===== src/rtl/multicycle_ctrl.sv =====
// ---------------------------------------------------------------------------
// multicycle_ctrl
//   Multicycle sequencer for the RISC-V core. Steps one instruction through
//   FETCH / DECODE / EXEC / MEM / WB so instruction and data accesses can
//   share a single-ported memory guarded by a ready handshake. Produces the
//   same datapath selects as the single-cycle ControlUnit, plus PC/IR write
//   enables, halt handling, sticky trap reporting and performance counters.
//
// Ports
//   clk, rst           clock, synchronous active-high reset
//   opcode[6:0]        inst[6:0] from IR, latched in DECODE
//   zero               ALU zero flag (branch decision in EXEC)
//   mem_ready          memory completes the current request this cycle
//   halt_req           stop at the next instruction boundary
//   pc_we, pc_src      PC write enable / source (0: PC+4, 1: old_pc+imm)
//   ir_we              IR / old_pc write enable
//   mem_req, mem_instr memory request, 1 = fetch address from PC
//   memread .. regwrite datapath controls (ControlUnit meanings)
//   aluop[1:0]         0 add, 1 sub, 2 funct-decoded
//   halted, trap, trap_cause[1:0]  status (cause 1 illegal, 2 timeout)
//   cycle_cnt, instret_cnt         running cycle / retired-instr counters
// ---------------------------------------------------------------------------
module multicycle_ctrl #(
  parameter int TIMEOUT_CYCLES = 255,
  parameter int CNT_WIDTH      = 32
) (
  input  logic                 clk,
  input  logic                 rst,
  input  logic [6:0]           opcode,
  input  logic                 zero,
  input  logic                 mem_ready,
  input  logic                 halt_req,
  output logic                 pc_we,
  output logic                 pc_src,
  output logic                 ir_we,
  output logic                 mem_req,
  output logic                 mem_instr,
  output logic                 memread,
  output logic                 memwrite,
  output logic                 alusrc,
  output logic                 aluSrcA,
  output logic                 adressSrc,
  output logic                 writeDataSrc,
  output logic                 memtoreg,
  output logic                 regwrite,
  output logic [1:0]           aluop,
  output logic                 halted,
  output logic                 trap,
  output logic [1:0]           trap_cause,
  output logic [CNT_WIDTH-1:0] cycle_cnt,
  output logic [CNT_WIDTH-1:0] instret_cnt
);

  typedef enum logic [2:0] {
    S_FETCH  = 3'd0,
    S_DECODE = 3'd1,
    S_EXEC   = 3'd2,
    S_MEM    = 3'd3,
    S_WB     = 3'd4,
    S_HALT   = 3'd5,
    S_TRAP   = 3'd6
  } state_t;

  localparam logic [6:0] OP_R    = 7'b0110011;
  localparam logic [6:0] OP_BEQ  = 7'b1100011;
  localparam logic [6:0] OP_ADDI = 7'b0010011;
  localparam logic [6:0] OP_LW   = 7'b0000011;
  localparam logic [6:0] OP_LWI  = 7'b0000100;
  localparam logic [6:0] OP_SW   = 7'b0100011;
  localparam logic [6:0] OP_SS   = 7'b0100100;

  // Last waiting cycle index: a request still unanswered here traps.
  localparam logic [15:0] TMO_LAST = 16'(TIMEOUT_CYCLES - 1);

  function automatic logic is_legal(input logic [6:0] op);
    return (op == OP_R)  || (op == OP_BEQ) || (op == OP_ADDI) ||
           (op == OP_LW) || (op == OP_LWI) || (op == OP_SW)   || (op == OP_SS);
  endfunction

  state_t                state_q, state_d;
  logic [6:0]            opc_q, opc_d;
  logic [15:0]           tmo_q, tmo_d;
  logic [1:0]            cause_q, cause_d;
  logic [CNT_WIDTH-1:0]  cycle_q, cycle_d;
  logic [CNT_WIDTH-1:0]  instret_q, instret_d;
  logic                  retire;

  logic is_load, is_store;
  logic sel_alusrc, sel_asrca, sel_adr, sel_wds;
  logic [1:0] sel_aluop;

  logic pc_we_s, pc_src_s, ir_we_s, mem_req_s, mem_instr_s, memread_s, memwrite_s;
  logic alusrc_s, asrca_s, adr_s, wds_s, memtoreg_s, regwrite_s, halted_s, trap_s;
  logic [1:0] aluop_s;

  assign is_load  = (opc_q == OP_LW) || (opc_q == OP_LWI);
  assign is_store = (opc_q == OP_SW) || (opc_q == OP_SS);

  // Per-class datapath selects derived from the latched opcode.
  always_comb begin
    sel_alusrc = 1'b0;
    sel_asrca  = 1'b0;
    sel_adr    = 1'b0;
    sel_wds    = 1'b0;
    sel_aluop  = 2'd0;
    case (opc_q)
      OP_R:                   sel_aluop  = 2'd2;
      OP_BEQ:                 sel_aluop  = 2'd1;
      OP_ADDI, OP_LW, OP_SW:  sel_alusrc = 1'b1;
      OP_LWI:                 sel_alusrc = 1'b0;
      OP_SS: begin
        sel_alusrc = 1'b1;
        sel_asrca  = 1'b1;
        sel_adr    = 1'b1;
        sel_wds    = 1'b1;
      end
      default:                sel_aluop  = 2'd0;
    endcase
  end

  // Next-state, timeout, trap cause and Moore/handshake outputs.
  always_comb begin
    state_d     = state_q;
    opc_d       = opc_q;
    tmo_d       = 16'd0;
    cause_d     = cause_q;
    retire      = 1'b0;
    pc_we_s     = 1'b0;
    pc_src_s    = 1'b0;
    ir_we_s     = 1'b0;
    mem_req_s   = 1'b0;
    mem_instr_s = 1'b0;
    memread_s   = 1'b0;
    memwrite_s  = 1'b0;
    alusrc_s    = 1'b0;
    asrca_s     = 1'b0;
    adr_s       = 1'b0;
    wds_s       = 1'b0;
    memtoreg_s  = 1'b0;
    regwrite_s  = 1'b0;
    aluop_s     = 2'd0;
    halted_s    = 1'b0;
    trap_s      = 1'b0;

    // Selects stay stable through EXEC/MEM/WB so address and data paths hold.
    if ((state_q == S_EXEC) || (state_q == S_MEM) || (state_q == S_WB)) begin
      alusrc_s = sel_alusrc;
      asrca_s  = sel_asrca;
      adr_s    = sel_adr;
      wds_s    = sel_wds;
      aluop_s  = sel_aluop;
    end else begin
      alusrc_s = 1'b0;
    end

    case (state_q)
      S_FETCH: begin
        // tmo_q is zero only on the first FETCH cycle, the boundary where halt is honoured.
        if ((tmo_q == 16'd0) && halt_req) begin
          state_d = S_HALT;
        end else begin
          mem_req_s   = 1'b1;
          mem_instr_s = 1'b1;
          if (mem_ready) begin
            pc_we_s = 1'b1;
            ir_we_s = 1'b1;
            state_d = S_DECODE;
          end else if (tmo_q == TMO_LAST) begin
            state_d = S_TRAP;
            cause_d = 2'd2;
          end else begin
            tmo_d = tmo_q + 16'd1;
          end
        end
      end
      S_DECODE: begin
        opc_d = opcode;
        if (is_legal(opcode)) begin
          state_d = S_EXEC;
        end else begin
          state_d = S_TRAP;
          cause_d = 2'd1;
        end
      end
      S_EXEC: begin
        if (opc_q == OP_BEQ) begin
          pc_we_s  = zero;
          pc_src_s = 1'b1;
          retire   = 1'b1;
          state_d  = S_FETCH;
        end else if (is_load || is_store) begin
          state_d = S_MEM;
        end else begin
          state_d = S_WB;
        end
      end
      S_MEM: begin
        mem_req_s  = 1'b1;
        memread_s  = is_load;
        memwrite_s = is_store;
        if (mem_ready) begin
          if (is_load) begin
            state_d = S_WB;
          end else begin
            retire  = 1'b1;
            state_d = S_FETCH;
          end
        end else if (tmo_q == TMO_LAST) begin
          state_d = S_TRAP;
          cause_d = 2'd2;
        end else begin
          tmo_d = tmo_q + 16'd1;
        end
      end
      S_WB: begin
        regwrite_s = 1'b1;
        memtoreg_s = is_load;
        retire     = 1'b1;
        state_d    = S_FETCH;
      end
      S_HALT: begin
        halted_s = 1'b1;
        if (!halt_req) begin
          state_d = S_FETCH;
        end else begin
          state_d = S_HALT;
        end
      end
      S_TRAP: begin
        trap_s  = 1'b1;
        state_d = S_TRAP;
      end
      default: begin
        state_d = S_FETCH;
      end
    endcase
  end

  // Counter next values: cycles freeze while halted or trapped.
  always_comb begin
    cycle_d   = cycle_q;
    instret_d = instret_q;
    if ((state_q != S_HALT) && (state_q != S_TRAP)) begin
      cycle_d = cycle_q + CNT_WIDTH'(1);
    end else begin
      cycle_d = cycle_q;
    end
    if (retire) begin
      instret_d = instret_q + CNT_WIDTH'(1);
    end else begin
      instret_d = instret_q;
    end
  end

  // State, opcode latch, timeout, cause and counter registers.
  always_ff @(posedge clk) begin
    if (rst) begin
      state_q   <= S_FETCH;
      opc_q     <= 7'd0;
      tmo_q     <= 16'd0;
      cause_q   <= 2'd0;
      cycle_q   <= '0;
      instret_q <= '0;
    end else begin
      state_q   <= state_d;
      opc_q     <= opc_d;
      tmo_q     <= tmo_d;
      cause_q   <= cause_d;
      cycle_q   <= cycle_d;
      instret_q <= instret_d;
    end
  end

  // Every output is held low while reset is asserted.
  assign pc_we        = pc_we_s     & ~rst;
  assign pc_src       = pc_src_s    & ~rst;
  assign ir_we        = ir_we_s     & ~rst;
  assign mem_req      = mem_req_s   & ~rst;
  assign mem_instr    = mem_instr_s & ~rst;
  assign memread      = memread_s   & ~rst;
  assign memwrite     = memwrite_s  & ~rst;
  assign alusrc       = alusrc_s    & ~rst;
  assign aluSrcA      = asrca_s     & ~rst;
  assign adressSrc    = adr_s       & ~rst;
  assign writeDataSrc = wds_s       & ~rst;
  assign memtoreg     = memtoreg_s  & ~rst;
  assign regwrite     = regwrite_s  & ~rst;
  assign aluop        = rst ? 2'd0 : aluop_s;
  assign halted       = halted_s    & ~rst;
  assign trap         = trap_s      & ~rst;
  assign trap_cause   = rst ? 2'd0 : cause_q;
  assign cycle_cnt    = rst ? '0 : cycle_q;
  assign instret_cnt  = rst ? '0 : instret_q;

endmodule


===== config.mk =====
export PLATFORM = sky130hd
export DESIGN_NAME = multicycle_ctrl
export DESIGN_NICKNAME = d
export VERILOG_FILES = /design/src/rtl/multicycle_ctrl.sv
export SDC_FILE = /design/constraint.sdc
export NUM_CORES = 1
export LEC_CHECK = 0
export BUFFER_PORTS_ARGS = -buffer_cell sky130_fd_sc_hd__buf_2
export CAP_MARGIN = 20
export CORE_ASPECT_RATIO = 0.75
export CORE_MARGIN = 5
export CORE_UTILIZATION = 50
export DETAILED_ROUTE_END_ITERATION = 10
export PLACE_DENSITY = 0.83
export SLEW_MARGIN = 10
export SYNTH_ARGS = -nofsm -noshare
export SYNTH_HDL_FRONTEND = slang
export SYNTH_SLANG_ARGS = --single-unit

===== constraint.sdc =====
create_clock -name clk -period 2.4 [get_ports clk]
set_input_delay 0.12 -clock clk [delete_from_list [all_inputs] [get_ports clk]]
set_output_delay 0.12 -clock clk [all_outputs]
set_load 0.05 [all_outputs]

==> reports/results.md, run 1 <==
| Stage | Metric | This run |
| --- | --- | --- |
| floorplan | Die footprint | 12,200 um^2 |
| synthesis | Share of flip-flops with an asynchronous set or reset | 0% |
| timing | RSZ-0062 raised after global routing | yes |
| timing | Final number of hold-violating endpoints | 0 |
| layout | Final standard cell count with taps included and fillers excluded | 855 |
| layout | Post-layout instance area | 6070 um^2 |
| synthesis | Sequential area share after synthesis | 36.6% |
| synthesis | Total number of yosys warnings | 0 |
| layout | Total Nets Final | 736 |
| grt | Number of global-route vias before repair | 4,576 |
| critical path | Category of the most critical setup path | register to output port |
| synthesis | Main flop type after synthesis | sky130_fd_sc_hd__dfxtp_1 |
| synthesis | Synthesized netlist cell count | 629 |
| place | Post-Place Cells | 839 |
| clock tree | Clock input transition at the sequential cells of the worst setup and hold paths | 0.05 ns |
| min path | Hold path startpoint | opcode[5] |
| clock tree | Clock insertion delay at the later pin of the skew report | 0.34 ns |
| floorplan | Y dimension of the die | 96.9 um |
| drt | Vias per Instance | 5.59 |
| layout | Share of post-route cells with drive strength above 1 | 24.1% |
| critical path | Launch point of the critical path | opc_q[2]$_SDFFE_PP0P_ |
| drt | DR pass1 iterations | 5 |
| layout | Highest-count cells in the layout ignoring fill and taps | 101 x sky130_fd_sc_hd__nor2_1, 90 x sky130_fd_sc_hd__dfxtp_1, 86 x sky130_fd_sc_hd__buf_2 |
| pwr | Cell area power density | 696 nW/um^2 |
| timing | Achievable Freq | 0.427 GHz |
| grt | Wire length of the first global-routing pass | 21,400 um |
| critical path | Highest net fanout along the worst path | 6 |
| drt | Average detailed-routed wire length per instance | 15.1 um |
| drt | Routed wire length | 12,900 um |
| critical path | Worst EP arrival | 2.22 ns |
| pwr | P_leak | 2.41 nW |
| pwr | Worst supply voltage drop on vdd | 0.384 mV |
| critical path | Worst Setup End Kind | output port |
| synthesis | Synthesized Nets | 646 |
| flow run | Count of max-cap constraint violations | 0 |
| floorplan | Cell Rows | 31 |
| drt | Starting DRT DRC Count | 433 |
| clock tree | Num Clock Sinks | 92 |
| clock tree | Root cell of the clock tree | sky130_fd_sc_hd__clkbuf_16 |
| floorplan | Starting density of the core | 51.7% |
| timing | Actual transition at the worst max-transition pin | 0.703 ns |
| min path | Class of the worst hold path | primary input to register |
| synthesis | Post-Syn Area per Cell | 8.00 um^2 |
| drt | DRC Markers | 0 |
| place | Placer Congestion | 0.897 |
| timing | Max_slew headroom | 52.8% |
| grt | Pin count of the biggest net entering global routing | 102 |
| drt | Routed via count | 4,781 |
| layout | Synthesis-to-finish area growth | 20.6% |
| timing | Pins Over Slew Limit | 0 |
| pwr | Total Power | 4.22 mW |
| timing | Clock period minus final worst setup slack | 2.34 ns |
| synthesis | Area of the mapped netlist | 5030 um^2 |
| grt | Initial antenna violation count | 0 |
| place | Half-perimeter wire length of the detailed placement result | 9520 um |
| floorplan | CORE AREA | 9740 um^2 |
| place | Post-Place Cell Area | 5710 um^2 |
| floorplan | X dimension of the die | 126 um |
| synthesis | Number of enable flip-flop cells after synthesis | 0 |
| layout | Number of diodes | 0 |
| clock tree | H-tree levels | 3 |
| layout | Most common cell after layout, fill and taps aside | sky130_fd_sc_hd__nor2_1 |
| synthesis | Cell variety after synth | 51 |
| layout | Count of fill cells added during filler insertion | 857 |
| layout | Footprint of the multi-input gates | 3050 um^2 |
| synthesis | Share of the synthesized area in the top cell type | 36.6% |
| timing | Layout Skew | 0.00632 ns |
| drt | Remaining antenna violation count | 0 |
| place | Quantity of I/O buffers inserted on ports | 94 |
| layout | Sequential cell area | 1840 um^2 |
| critical path | Setup crit start kind | register |
| critical path | Data required time of the worst path | 2.28 ns |
| synthesis | Library cell with the largest summed area after synthesis | sky130_fd_sc_hd__dfxtp_1 |
| grt | Final global-route overflow total | 0 |
| timing | Number of setup violations in the final report | 0 |
| grt | Global-route total usage across every layer | 20.7% |
| run status | Result of the run | complete, no violations |
| synthesis | Cell types with the largest area share after synthesis | sky130_fd_sc_hd__dfxtp_1 37%, sky130_fd_sc_hd__nor2b_1 7.6%, sky130_fd_sc_hd__nor2_1 7.5% |
| clock tree | Clock buffer count from CTS | 9 |
| clock tree | Buffers from clock root to sink, at most | 2 |
| floorplan | I/O pin cnt | 95 |
| clock tree | CTS tree | yes |
| synthesis | FF+latch count, synth | 92 |
| critical path | Critical R2R Launch | opc_q[2]$_SDFFE_PP0P_ |
| timing | Share of the clock period used by the worst path | 97.7% |
critical path: stages (launching register included):
cell and delay, ns:
sky130_fd_sc_hd__dfxtp_1 0.36, sky130_fd_sc_hd__nor3b_1 0.34, sky130_fd_sc_hd__buf_4 0.19, sky130_fd_sc_hd__o21ai_0 0.20, sky130_fd_sc_hd__nor4_1 0.45, sky130_fd_sc_hd__buf_2 0.35
sequential cells by signal, indices dropped and copies added (netlist names):
signal / flops
instret_q: 32
cause_q: 2
state_q: 3
opc_q: 7
tmo_q: 16
cycle_q: 32
final timing paths:
path | endpoint | slack, ns | depth (start not counted)
max | memwrite | 0.06 | 5
min | opc_q[5]$_SDFFE_PP0P_ | 0.05 | 3
max reg2reg | instret_q[7]$_SDFFE_PP0P_ | 0.14 | 6
min reg2reg | cause_q[1]$_SDFFE_PP0P_ | 0.48 | 2
logic make-up (layout without fill, tap and decap cells):
| kind of cell | count (synthesis) | after routing | synth area share (%) |
|---|---|---|---|
| flip-flops | 92 | 92 | 36.6 |
| AO/OA/AOI/OAI | 55 | 55 | 6.59 |
| adder cells (fa/ha/maj) | 5 | 5 | 1.24 |
| multiplexers | 35 | 35 | 7.66 |
| XOR/XNOR | 35 | 35 | 6.09 |
| buffers and inverters | 50 | 144 | 4.08 |
| AND/OR/NAND/NOR | 357 | 357 | 37.8 |
where the power goes:
group          switching [mW]  internal [mW]  total [mW]  leakage, nW
registers              0.0713           1.61        1.68        0.744
logic                   0.728          0.426        1.15         1.52
clock network           0.554          0.829        1.38        0.140
total                    1.35           2.87        4.22         2.41
layer usage:
layer | vias up | global-route usage (%) | share of wire [%]
met5 | - | 0 | 0
met4 | 0 | 6.76 | 1.1
met3 | 13 | 4.24 | 6.2
met2 | 150 | 34.2 | 48
met1 | 2241 | 27.0 | 44
li1 | 2377 | - | -
Yosys cell counts, drive strengths merged (9+ instances only):
master and number:
a21oi 22, and4 10, buf 10, clkbuf 26
dfxtp 92, inv 14, mux2 28, nand2 34
nand3 36, nand4 25, nor2 101, nor2b 61
nor3 20, nor4 18, o21ai 16, or3 12
or4 9, xnor2 17, xor2 18
cell type report:
type,count,share of cell area (%)
clock buffers,13,4.12
flip-flops and latches,92,30.4
repair buffers,115,11.0
multi-input cells,487,50.3
clock inverters,2,0.577
inverters,14,0.866
well taps,132,2.72
stage by stage:
| step | util [%] | setup TNS [ns] | hold slack, ns | setup slack, ns |
|---|---|---|---|---|
| final | 62.3 | 0 | 0.0493 | 0.0554 |
| after global routing | 62.3 | -0.0900 | 0.0609 | -0.0522 |
| after global placement | 58.7 | 0 | 0.378 | 0.184 |
| after floorplan | - | -0.300 | 0.268 | -0.150 |
| after detailed placement | 58.7 | 0 | 0.390 | 0.0400 |
| after CTS | 61.9 | -0.0243 | 0.0374 | -0.0243 |
repair_timing:
action                     4_1_cts  5_1_grt
setup endpoints to repair        7       10
hold buffers                     0        0
gates resized for setup         12       11
buffers inserted                 0        1
pin swaps                        0        1
(Power assumes the default switching activity.)
==> run 2, diff against run 1 <==
--- a/config.mk
+++ b/config.mk
@@ -7,9 +7,11 @@
 export LEC_CHECK = 0
 export BUFFER_PORTS_ARGS = -buffer_cell sky130_fd_sc_hd__buf_2
 export CAP_MARGIN = 20
-export CORE_ASPECT_RATIO = 0.75
+export CELL_PAD_IN_SITES_DETAIL_PLACEMENT = 0
+export CELL_PAD_IN_SITES_GLOBAL_PLACEMENT = 1
+export CORE_ASPECT_RATIO = 0.7
 export CORE_MARGIN = 5
-export CORE_UTILIZATION = 50
+export CORE_UTILIZATION = 37
 export DETAILED_ROUTE_END_ITERATION = 10
 export PLACE_DENSITY = 0.83
 export SLEW_MARGIN = 10
==> constraint.sdc (replaced) <==
create_clock -name clk -period 1.95 [get_ports clk]
set_input_delay 0.0975 -clock clk [delete_from_list [all_inputs] [get_ports clk]]
set_output_delay 0.0975 -clock clk [all_outputs]
set_load 0.05 [all_outputs]
==> run 2 against run 1 <==
The flow now finishes with violations (negative setup slack); flip-flop and latch count unchanged; hold slack worse by 0.022 ns; clock skew hardly changed; worst setup slack lost 0.29 ns; critical path depth up 3; sequential share of layout area decreased by 6.1 points; largest power group is now combinational logic.
==> reports/results.md, run 2 (same netlist as run 1, synthesis figures left out) <==
| Stage | Metric | This run | Change |
| --- | --- | --- | --- |
| drt | Starting DRT DRC Count | 375 | was 433 |
| clock tree | Clock buffer count from CTS | 9 | unchanged |
| timing | Final number of hold-violating endpoints | 0 | unchanged |
| clock tree | Clock input transition at the sequential cells of the worst setup and hold paths | 0.06 ns | was 0.05 ns |
| drt | Average detailed-routed wire length per instance | 15.8 um | was 15.1 um |
| grt | Wire length of the first global-routing pass | 24,700 um | was 21,400 um |
| critical path | Data required time of the worst path | 1.85 ns | was 2.28 ns |
| timing | Share of the clock period used by the worst path | 112% |  |
| layout | Total Nets Final | 833 | was 736 |
| drt | Vias per Instance | 5.27 | was 5.59 |
| place | Quantity of I/O buffers inserted on ports | 94 | unchanged |
| pwr | Fraction of power spent switching nets | 34.0% | was 32.1% |
| floorplan | X dimension of the die | 149 um | was 126 um |
| layout | Sequential cell area | 1870 um^2 | was 1840 um^2 |
| floorplan | Y dimension of the die | 108 um | was 96.9 um |
| critical path | Max stage delay cell, worst path | sky130_fd_sc_hd__or4_4 | was sky130_fd_sc_hd__nor4_1 |
| layout | Most common cell after layout, fill and taps aside | sky130_fd_sc_hd__buf_4 | was sky130_fd_sc_hd__nor2_1 |
| floorplan | Die footprint | 16,100 um^2 | was 12,200 um^2 |
| layout | Synthesis-to-finish area growth | 53.0% | was 20.6% |
| clock tree | Root cell of the clock tree | sky130_fd_sc_hd__clkbuf_16 | unchanged |
| flow run | Count of max-cap constraint violations | 0 | unchanged |
| layout | Highest-count cells in the layout ignoring fill and taps | 104 x sky130_fd_sc_hd__buf_4, 89 x sky130_fd_sc_hd__nor2_1, 80 x sky130_fd_sc_hd__buf_2 | was 101 x sky130_fd_sc_hd__nor2_1, 90 x sky130_fd_sc_hd__dfxtp_1, 86 x sky130_fd_sc_hd__buf_2 |
| floorplan | CORE AREA | 13,200 um^2 | was 9740 um^2 |
| floorplan | Starting density of the core | 38.1% | was 51.7% |
| pwr | P_leak | 3.25 nW | was 2.41 nW |
| place | Placer Congestion | 0.857 | was 0.897 |
| pwr | Cell area power density | 834 nW/um^2 | was 696 nW/um^2 |
| grt | Pin count of the biggest net entering global routing | 90 | was 102 |
| layout | Share of post-route cells with drive strength above 1 | 43.8% | was 24.1% |
| floorplan | Cell Rows | 35 | was 31 |
| timing | Pins Over Slew Limit | 0 | unchanged |
| drt | Remaining antenna violation count | 0 | unchanged |
| layout | Number of diodes | 0 | unchanged |
| timing | Achievable Freq | 0.457 GHz |  |
| drt | DRC Markers | 0 | unchanged |
| drt | DR pass1 iterations | 5 | unchanged |
| critical path | Category of the most critical setup path | register to output port | unchanged |
| critical path | Setup crit start kind | register | unchanged |
| place | Half-perimeter wire length of the detailed placement result | 10,900 um | was 9520 um |
| clock tree | H-tree levels | 3 | unchanged |
| critical path | Worst Setup End Kind | output port | unchanged |
| layout | Final cell utilization of the core | 58.2% | was 62.3% |
| clock tree | Clock insertion delay at the later pin of the skew report | 0.34 ns | about the same |
| grt | Final global-route overflow total | 0 | unchanged |
| pwr | Switching power | 2.19 mW | was 1.35 mW |
| timing | Post-layout worst setup margin | -0.238 ns | was 0.0554 ns |
| layout | Registers with the highest flip-flop counts | cycle_q (32), instret_q (32), tmo_q (16) | unchanged |
| clock tree | Post-CTS Hold Fix Bufs | 0 | unchanged |
| pwr | Clock power frac | 28.5% | was 32.8% |
| timing | Actual transition at the worst max-transition pin | 0.590 ns | was 0.703 ns |
| critical path | Worst EP arrival | 2.09 ns | was 2.22 ns |
| layout | Count of fill cells added during filler insertion | 1,191 | was 857 |
| timing | Clock period minus final worst setup slack | 2.19 ns |  |
| critical path | CP cell instances | inv_2 > ha_2 > nor4bb_1 > and4_1 > or4_4 > o21ai_1 > and3b_2 > buf_8 | was nor3b_1 > buf_4 > o21ai_0 > nor4_1 > buf_2 |
| pwr | Total internal power | 4.23 mW | was 2.87 mW |
| grt | Initial antenna violation count | 0 | unchanged |
| pwr | Total Power | 6.42 mW | was 4.22 mW |
| clock tree | CTS tree | yes | unchanged |
| run status | Result of the run | complete, but fails checks | was complete, no violations |
| run status | Failing checks | negative setup slack |  |
| layout | Footprint of the multi-input gates | 3710 um^2 | was 3050 um^2 |
| pwr | Sequential power share | 32.7% | was 39.9% |
| timing | RSZ-0062 raised after global routing | yes | unchanged |
| place | Post-Place Cells | 960 | was 839 |
| pwr | Logic pwr share | 38.8% | was 27.4% |
| timing | Layout Skew | 0.00673 ns | was 0.00632 ns |
| drt | Routed via count | 5,300 | was 4,781 |
| grt | Global-route total usage across every layer | 18.9% | was 20.7% |
| clock tree | Buffers from clock root to sink, at most | 2 | unchanged |
| critical path | Highest net fanout along the worst path | 4 | was 6 |
| pwr | Worst supply voltage drop on vdd | 0.519 mV | was 0.384 mV |
| drt | Routed wire length | 15,900 um | was 12,900 um |
| floorplan | I/O pin cnt | 95 | unchanged |
| timing | Max_slew headroom | 60.6% | was 52.8% |
| min path | Class of the worst hold path | primary input to register | unchanged |
| layout | Final standard cell count with taps included and fillers excluded | 1,006 | was 855 |
| clock tree | Num Clock Sinks | 92 | unchanged |
| timing | Number of setup violations in the final report | 45 | was 0 |
| grt | Number of global-route vias before repair | 5,060 | was 4,576 |
| critical path | Maximum cell stage delay along the critical path | 0.45 ns | about the same |
| timing | Hold slack final | 0.0275 ns | was 0.0493 ns |
## run 2: critical path, delay by kind of cell, from the launching register on
family / cells / cell delay [ns]
AND/OR/NAND/NOR: 4 / 0.96
flip-flops: 1 / 0.33
buffers and inverters: 2 / 0.17
adder cells (fa/ha/maj): 1 / 0.16
AO/OA/AOI/OAI: 1 / 0.12
## run 2: path summary, 6_finish.rpt
| kind | startpoint | endpoint | slack, ns | depth (start not counted) |
|---|---|---|---|---|
| min | opcode[5] | opc_q[5]$_SDFFE_PP0P_ | 0.03 | 3 |
| max | tmo_q[1]$_SDFF_PP0_ | pc_we | -0.24 | 8 |
| min reg2reg | cause_q[1]$_SDFFE_PP0P_ | cause_q[1]$_SDFFE_PP0P_ | 0.48 | 2 |
| max reg2reg | tmo_q[1]$_SDFF_PP0_ | tmo_q[10]$_SDFF_PP0_ | -0.20 | 9 |
## run 2: layout make-up
class,count,share of cell area [%]
multi-input cells,490,48.2
flip-flops and latches,92,24.3
inverters,14,0.715
clock buffers,13,3.51
repair buffers,209,19.7
clock inverters,3,0.569
well taps,185,3.01
## run 2: stage by stage
stage	TNS, ns	cell area, um^2	worst slack [ns]
5_1_grt	-7.73	7700	-0.329
3_5_place_dp	-5.45	6550	-0.183
3_3_place_gp	-4.41	6550	-0.152
2_1_floorplan	-4.42	5410	-0.273
6_report	-5.17	7700	-0.238
4_1_cts	-5.97	7160	-0.355
## run 2: routing by layer
metal | global-route usage [%] | wire, um | vias to the layer above
li1 | - | - | 2590
met1 | 25.7 | 7520 | 2540
met2 | 30.2 | 7330 | 152
met3 | 4.67 | 882 | 18
met4 | 4.31 | 143 | 0
met5 | 0 | 0 | -
## run 2: power by group through the flow
stage	Combinational [mW]	Sequential, mW	Clock (mW)
after floorplan	1.21	2.11	0
after global placement	1.66	2.11	0
after detailed placement	1.69	2.12	0
after CTS	2.03	2.09	1.87
after global routing	2.63	2.11	1.95
final	2.49	2.10	1.83
## run 2: timing repair
item,in CTS,in global routing
gates resized for setup,51,100
cloned,2,2
setup endpoints to repair,55,64
buffers inserted,11,15
pin swaps,10,40
